**src/rtl/sr_drive_sequencer.sv**
```systemverilog
// sr_drive_sequencer
//   Transmit side of an SR-latch control link. Accepts one set/reset command
//   at a time over valid/ready and turns it into a single S or R pulse of
//   PULSE_W cycles, then holds both drives idle for DEAD_W cycles before
//   accepting the next command. S and R are never asserted together.
//   q_model tracks the latch Q that the issued commands should have produced.
//
// Ports
//   clk        rising-edge clock
//   rst_n      synchronous reset, active-low
//   req_valid  command valid
//   req_val    1 = set (S pulse), 0 = reset (R pulse); sampled at accept only
//   req_ready  high in IDLE (and out of reset); accept = req_valid & req_ready
//   s_out      set drive, polarity per ACT_LOW
//   r_out      reset drive, polarity per ACT_LOW
//   busy       high while pulsing or in dead time
//   done       one-cycle strobe when a command completes
//   q_model    expected latch Q after the last accepted command
module sr_drive_sequencer #(
  parameter int PULSE_W        = 4,
  parameter int DEAD_W         = 2,
  parameter bit ACT_LOW        = 1'b0,
  parameter bit SKIP_REDUNDANT = 1'b1,
  parameter bit INIT_Q         = 1'b0
) (
  input  logic clk,
  input  logic rst_n,
  input  logic req_valid,
  input  logic req_val,
  output logic req_ready,
  output logic s_out,
  output logic r_out,
  output logic busy,
  output logic done,
  output logic q_model
);

  localparam logic       ASSERTED = ACT_LOW ? 1'b0 : 1'b1;
  localparam logic       IDLE_LVL = ~ASSERTED;
  // Counter counts down to zero, so load one less than the dwell length.
  localparam logic [7:0] PULSE_LD = 8'(PULSE_W - 1);
  localparam logic [7:0] DEAD_LD  = 8'((DEAD_W == 0) ? 0 : DEAD_W - 1);

  typedef enum logic [1:0] {IDLE, PULSE, DEAD} state_t;

  state_t     state;
  logic [7:0] cnt;
  logic       accept;

  // rst_n gates ready so nothing is accepted on the reset edge itself.
  assign req_ready = (state == IDLE) & rst_n;
  assign accept    = req_valid & req_ready;

  always_ff @(posedge clk) begin
    if (!rst_n) begin
      state   <= IDLE;
      cnt     <= '0;
      s_out   <= IDLE_LVL;
      r_out   <= IDLE_LVL;
      busy    <= 1'b0;
      done    <= 1'b0;
      q_model <= INIT_Q;
    end else begin
      done <= 1'b0;
      case (state)
        IDLE: begin
          if (accept) begin
            q_model <= req_val;
            if (SKIP_REDUNDANT && (req_val == q_model)) begin
              // Latch already holds this value: complete without a pulse.
              done <= 1'b1;
            end else begin
              state <= PULSE;
              cnt   <= PULSE_LD;
              busy  <= 1'b1;
              // Exactly one drive asserted, chosen from the sampled value.
              s_out <= req_val ? ASSERTED : IDLE_LVL;
              r_out <= req_val ? IDLE_LVL : ASSERTED;
            end
          end
        end
        PULSE: begin
          if (cnt == 8'd0) begin
            s_out <= IDLE_LVL;
            r_out <= IDLE_LVL;
            if (DEAD_W == 0) begin
              state <= IDLE;
              busy  <= 1'b0;
              done  <= 1'b1;
            end else begin
              state <= DEAD;
              cnt   <= DEAD_LD;
            end
          end else begin
            cnt <= cnt - 8'd1;
          end
        end
        DEAD: begin
          if (cnt == 8'd0) begin
            state <= IDLE;
            busy  <= 1'b0;
            done  <= 1'b1;
          end else begin
            cnt <= cnt - 8'd1;
          end
        end
        default: begin
          state <= IDLE;
          cnt   <= '0;
          s_out <= IDLE_LVL;
          r_out <= IDLE_LVL;
          busy  <= 1'b0;
        end
      endcase
    end
  end

endmodule

```
**config.mk**
```make
export PLATFORM = sky130hd
export DESIGN_NAME = sr_drive_sequencer
export DESIGN_NICKNAME = d
export VERILOG_FILES = /design/src/rtl/sr_drive_sequencer.sv
export SDC_FILE = /design/constraint.sdc
export NUM_CORES = 1
export LEC_CHECK = 0
export BUFFER_PORTS_ARGS = -buffer_cell sky130_fd_sc_hd__clkbuf_2
export CAP_MARGIN = 10
export CORE_UTILIZATION = 30
export CTS_CLUSTER_SIZE = 14
export DETAILED_ROUTE_END_ITERATION = 6
export PLACE_DENSITY = 0.51
export SYNTH_ARGS = -nofsm -noshare
export SYNTH_HDL_FRONTEND = slang
export SYNTH_SLANG_ARGS = --single-unit
```
**constraint.sdc**
```tcl
create_clock -name clk -period 1.82 [get_ports clk]
set_clock_uncertainty 0.05 [all_clocks]
set_input_delay 0.182 -clock clk [delete_from_list [all_inputs] [get_ports clk]]
set_output_delay 0.182 -clock clk [all_outputs]
set_load 0.05 [all_outputs]
```
# After elaboration in Yosys (flattened, before gate mapping)
# Index checks and enable logic that the tools add are counted.
# totals
ff_bits	15
in_bits	4
output_inout_bits	6
elab_cells	53
# classes
add_sub_neg	1
n_eq_ne	8
mux	26
n_bitwise	4
n_reduce_logical	7
# ops
cell	count
2-to-1 mux 8 bit	4
one-hot mux 8 bit (3 select lines)	1
2-to-1 mux 1 bit	12
AND reduction 4 bit	3
!= test 2 bit, second input constant	5
one-hot mux 1 bit (3 select lines)	3
logical NOT 8 bit	1
2-to-1 mux 2 bit	4
subtractor 8 x 1 -> 8 bit, second input constant	1
one-hot mux 2 bit (3 select lines)	1
AND reduction 3 bit	1
bitwise AND 1 bit	2
equality test 2 x 1 -> 1 bit, second input constant	1
equality test 2 bit, second input constant	1
logical NOT 2 bit	1
NOT 1 bit	2
one-hot mux 1 bit (2 select lines)	1
AND reduction 2 bit	1
equality test 1 bit	1

# Logic depth before layout (Yosys ltp)
# Gate-level depths: netlist of run 1.
# depth
depth_word	5
ltp_mapped	7
depth_no_buf	6

# Worst setup path before layout of run 1
# OpenSTA, ideal clock, no wires.
# synth_timing
path_type	register to register
startpoint	reg q_model
endpoint	reg cnt[3]
setup_time_ns	0.072
arrival_ns	1.798
required_ns	1.698
path_slack_ns	-0.100
stages_incl_launch_ff	5
path_buffers	0
period_less_slack_ns	1.920
path_cell_list	dfxtp_1 -> xor2_2 -> a311oi_4 -> or4_1 -> a21oi_1
# synth_via
elab_chain_len	3
# synth_rtl
element	line	text
start: declaration	35	output logic q_model
start signal: assignment	68	q_model <= req_val;
equality test 1 bit	69	if (SKIP_REDUNDANT && (req_val == q_model)) begin
!= test 2 bit (no source line)	n/a	
AND reduction 3 bit (no source line)	n/a	
end signal: assignment	95	cnt <= cnt - 8'd1;
end signal: assignment	104	cnt <= cnt - 8'd1;
end: declaration	47	logic [7:0] cnt;
# No other way between the ends.
# A chain may end at the register's enable or synchronous reset.

# Final worst setup path of run 1
# layout_timing
startpoint	reg cnt[0]
endpoint	reg cnt[4]
# layout_via
elab_chain_len	3
elab_cells_between_ends	7
cone_classes	add/sub (1); eq/ne (1); mux (3); reduce/logical (2)
# layout_rtl
element	line	text
subtractor 8 x 1 -> 8 bit or logical NOT 8 bit (tied branches)	n/a	
2-to-1 mux 8 bit, or another cell as far along	99	if (cnt == 8'd0) begin
one-hot mux 8 bit (3 select lines) or AND reduction 3 bit (tied branches)	n/a	
# Parallel ways exist; a longest one is shown, timed or not. The select of a mux whose other input is x is not followed.

==> results of run 1 <==
Yosys cell counts, drive strengths merged (2+ instances only):
cell type / instances / area [sq um]
nor2: 4 / 15.0
a31oi: 2 / 12.5
or3: 2 / 12.5
nor4: 2 / 12.5
o32ai: 2 / 17.5
nand3: 5 / 25.0
xor2: 2 / 25.0
o31ai: 3 / 22.5
a311oi: 2 / 35.0
clkbuf: 2 / 7.51
inv: 9 / 33.8
a21oi: 12 / 60.1
or4: 3 / 22.5
nand2: 5 / 18.8
dfxtp: 15 / 300
o21ai: 4 / 20.0
ha: 2 / 25.0
nor3: 5 / 25.0
report_power, final:
group          internal [mW]  total, mW  leakage [nW]  switching [mW]
registers              0.394      0.452         0.124          0.0587
logic                  0.356      0.819         0.311           0.463
clock network         0.0852      0.200        0.0150           0.115
total                  0.834       1.47         0.450           0.637
cell type report:
| cell class | instances | area share |
|---|---|---|
| clock buffers | 4 | 0.0239 |
| inverters | 9 | 0.0308 |
| multi-input cells | 71 | 0.483 |
| flip-flops and latches | 15 | 0.277 |
| well taps | 30 | 0.0342 |
| repair buffers | 25 | 0.151 |
registers in the layout, indices dropped and copies added (netlist names):
signal and flops:
cnt 8, state 2, busy 1, done 1, q_model 1, r_out 1, s_out 1
timing repair:
item                                    4_1_cts  5_1_grt
resized for setup                             2       10
hold buffers                                  0        0
pin swaps                                     1        2
buffers inserted                              1        0
endpoints found under the setup margin        5        4
metal layers:
layer	up-vias	share of wire
met4	0	0.0047
met3	2	0.024
met1	399	0.48
li1	428	-
met2	10	0.49
met5	-	0
logic make-up after synthesis:
| family | Yosys count |
|---|---|
| AOI/OAI and AO/OA | 34 |
| xor gates and xnor gates | 2 |
| adders and majority gates | 2 |
| buffers and inverters | 12 |
| DFF | 15 |
| muxes | 1 |
| and+or+nand+nor | 32 |
stage by stage:
| step | setup slack, ps | area (sq um) | TNS (ps) | cells | utilization |
|---|---|---|---|---|---|
| floorplan | 19.2 | 837 | 0 | 98 | - |
| global placement | 13.2 | 1020 | 0 | 149 | 0.400 |
| detailed placement | -56.5 | 1020 | -71.2 | 149 | 0.400 |
| CTS | 32.2 | 1060 | 0 | 154 | 0.415 |
| global route | -0.0486 | 1100 | -0.0486 | 154 | 0.431 |
| finish | 59.5 | 1100 | 0 | 154 | 0.431 |
worst register-to-register path, cell delays in order, from the launching register on:
cell,delay [ps]
dfxtp_2,340
inv_1,50
ha_1,180
nor3b_1,130
buf_4,140
and3_4,170
or4b_4,520
a21oi_2,130
how the worst max path moves through the flow:
stage	start	to	cells after the start
3_5_place_dp	cnt[0]	r_out	7
2_1_floorplan	cnt[0]	cnt[6]	7
4_1_cts	cnt[0]	cnt[4]	7
6_report	cnt[0]	cnt[4]	7
3_3_place_gp	cnt[3]	r_out	5
5_1_grt	cnt[0]	cnt[2]	8
==> reports/results.tsv, run 1 <==
metric	value	unit
ff2ff_setup_slack	60	ps
leakage	0.450	nW
die_w	54.6	um
min_to	r_out	
clk_pin_slew_worst_paths	100	ps
use_met3	0.0417	
p_per_area	1340	mW/mm^2
synth_top_family_by_area	compound AO/OA/AOI/OAI gates	
maxSlewViolCount	0	
hold_path_depth	2	
finalPower	1.47	mW
cts_inserted_buffers	3	
h-tree-depth	1	
path_max_fanout	8	
fp-row-count	18	
ff_latch_area	304	sq um
portBuffers	9	
hp-start	req_val	
hpwlAfterDp	1560	um
min_path_type	input port to flip-flop	
vias	839	
detail-route-antenna-nets	0	
endpoint_kind	flip-flop	
setup-violations-final	0	
status	completed	
clk_latency	290	ps
grt_pass1_vias	806	
finalCritPeriodShare	0.967	
grt_use_met1	0.213	
drtIter0Drc	14	
hold_viol	0	
core	0.00254	sq mm
wire_per_inst	13.7	um
dieHeight	54.6	um
synth_mux_area_frac	0.0120	
drt-total-wl	2110	um
synth_adder_area_share	0.0301	
yosysSeqAreaShare	0.361	
cp_cell_sequence	inv_1 > ha_1 > nor3b_1 > buf_4 > and3_4 > or4b_4 > a21oi_2	
netlist_instances	98	
cp_slowest_stage_delay	520	ps
layout-drive-gt1-share	0.347	
r2r-start	cnt[0]	
busiest_layer	met2	
worstSetupStartpointType	flip-flop	
synth_nets	104	
die-area	0.00298	sq mm
crit_required	2000	ps
grt_first_pass_wirelength	3570	um
place.gp.congestion	0.752	
critical_path.top_delay_family	simple AND/OR/NAND/NOR gates	
final_cell_mix	buf_4, dfxtp_1, inv_1, a21oi_1, clkbuf_2	
hold_slack	133	ps
max_cap_violations	0	
cts_sinks	15	
synthSimpleGateAreaFrac	0.211	
drc	0	
postSynthAreaPerCell	8.48	sq um
multi_input_area	531	sq um
area_growth	32.1	%
fin_crit	1760	ps
timing.reg2reg.worst_path_depth	7	
fmax	0.568	GHz
grt_max_degree	13	
antenna_cells	0	
r2r-end	cnt[4]	
io-pin-count	10	
vias_per_cell	5.45	
ir_drop	0.615	mV
final_nets	131	
cts_root_buffer	clkbuf_4	
slew_headroom	0.670	
cts_tree	done	
initial_core_util	0.326	
arrival	1940	ps
path_buf_inv	2	
track_usage	0.172	
synth_edf_count	0	
async_flop_share	0	
final_common_cell	buf_4	
grt_overflow_total	0	
synth_cell_types	37	
syn-cell-area	831	sq um
synth-seq-cells	15	
antenna_found_initial	0	
fill_cells	268	
yosys_warnings	0	
cts.path.max_buffers	2	
critPathSlowestCell	or4b_4	
tightest_slew	494	ps
grt_use_met2	0.285	
synthXorXnorAreaFrac	0.0301	
first_pass_iters	4	
synth_compound_area_frac	0.297	
ys.flop_type	dfxtp_1	
crit_type	flip-flop to flip-flop	
No activity file was read; power rests on OpenSTA's default activity.
==> run 2: changes to the inputs <==
CORE_UTILIZATION = 45   (was 30)
PLACE_DENSITY = 0.7   (was 0.51)
==> reports/results.tsv, run 2 (synthesized netlist as in run 1, its figures left out) <==
metric	value	unit	change
ir_drop	0.694	mV	+13%
regMostFlops	cnt		
antenna_found_initial	0		unchanged
grt_pass1_vias	681		-16%
crit_required	1990	ps	about the same
place.gp.congestion	0.812		+7.9%
final_cell_mix	dfxtp_1, a21oi_1, buf_4, inv_1, clkbuf_2		
vias	836		-0.36%
vias_per_cell	5.85		+7.3%
finalCritPeriodShare	0.953		-0.0141
finalPower	1.39	mW	-5.2%
wire_per_inst	12.8	um	-6.4%
final.setup.tns	0	ps	unchanged
tightest_slew	433	ps	-60.8 ps
final_nets	125		-4.6%
core	0.00173	sq mm	-32%
p_per_area	1370	mW/mm^2	+2.2%
layout-drive-gt1-share	0.254		-0.0925
portBuffers	9		unchanged
cts_root_buffer	clkbuf_4		
track_usage	0.212		+0.0400
drtIter0Drc	20		+6
drt-total-wl	1830	um	-13%
die-area	0.00202	sq mm	-32%
final_common_cell	dfxtp_1		
path_max_fanout	11		+3
maxSlewViolCount	0		unchanged
first_pass_iters	4		unchanged
die_w	45.0	um	-18%
min_path_type	input port to flip-flop		
largest_register_ffs	8		unchanged
setup-violations-final	0		unchanged
max_cap_violations	0		unchanged
fp-row-count	15		-3
detail-route-antenna-nets	0		unchanged
clk_pin_slew_worst_paths	90	ps	about the same
dieHeight	45.0	um	-18%
clk_latency	280	ps	about the same
reg_top3	cnt (8), state (2)		
initial_core_util	0.481		+0.155
grt_first_pass_wirelength	3070	um	-14%
io-pin-count	10		unchanged
h-tree-depth	1		unchanged
area_growth	22.6	%	
grt_max_degree	13		unchanged
endpoint_kind	flip-flop		
postCtsSetupRepairBufs	0		-1
cts_tree	done		
fin_crit	1730	ps	-25.7 ps
hpwlAfterDp	1340	um	-14%
status	completed		
utilization	0.590		+0.159
arrival	1900	ps	-40 ps
cts_inserted_buffers	3		unchanged
antenna_cells	0		unchanged
drc	0		unchanged
grt_overflow_total	0		unchanged
worstSetupStartpointType	flip-flop		
crit_type	flip-flop to flip-flop		
leakage	0.417	nW	-7.4%
hold_viol	0		unchanged
cts.path.max_buffers	2		unchanged
fmax	0.576	GHz	+1.5%
slew_headroom	0.708		+0.0384
cts_sinks	15		unchanged
rsz0062_at_grt	false		
run 2: stage by stage:
stage                     cells  area, sq um  hold WS (ps)  setup WS [ps]
after CTS                   143         1000           111           22.0
after global placement      139          973           395           98.4
final                       143         1020           116           85.1
after global routing        143         1020           135           3.60
after floorplan              98          837           247           19.2
after detailed placement    139          973           401           55.9
run 2: final timing paths:
check,from,to,slack (ps),cells past startpoint
worst min-delay path,req_val,r_out,120,2
worst max register to register,cnt[1],cnt[4],90,6
worst min register to register,r_out,r_out,410,2
worst max-delay path,cnt[1],cnt[4],90,6
run 2: final cells by class:
cell class                      instances  area [sq um]
Clock buffer                            4          26.3
Inverter                                9          33.8
Fill cell                             164           708
Timing Repair Buffer                   19           120
Sequential cell                        15           302
Tap cell                               25          31.3
Multi-Input combinational cell         71           505
run 2: worst max-delay path: stages (launching register included):
cell and delay, ps:
dfxtp_1 360, inv_1 90, ha_1 180, nor3b_2 160, and3_4 210, or4b_1 500
a21oi_1 140
run 2: what timing repair did:
action | 4_1_cts | 5_1_grt
resized for setup | 0 | 5
endpoints found under the setup margin | 0 | 7
hold buffers | 0 | 0
run 2: where the power goes:
part	total [mW]	switching, mW	internal, mW
Clock	0.188	0.103	0.0851
Sequential	0.453	0.0623	0.391
Combinational	0.753	0.438	0.315
run 2: routing by layer:
metal,vias up,GRT usage,routed length [um]
met5,-,0,0
li1,420,-,-
met4,0,0.109,15
met3,2,0.0480,103
met2,31,0.290,811
met1,383,0.308,904
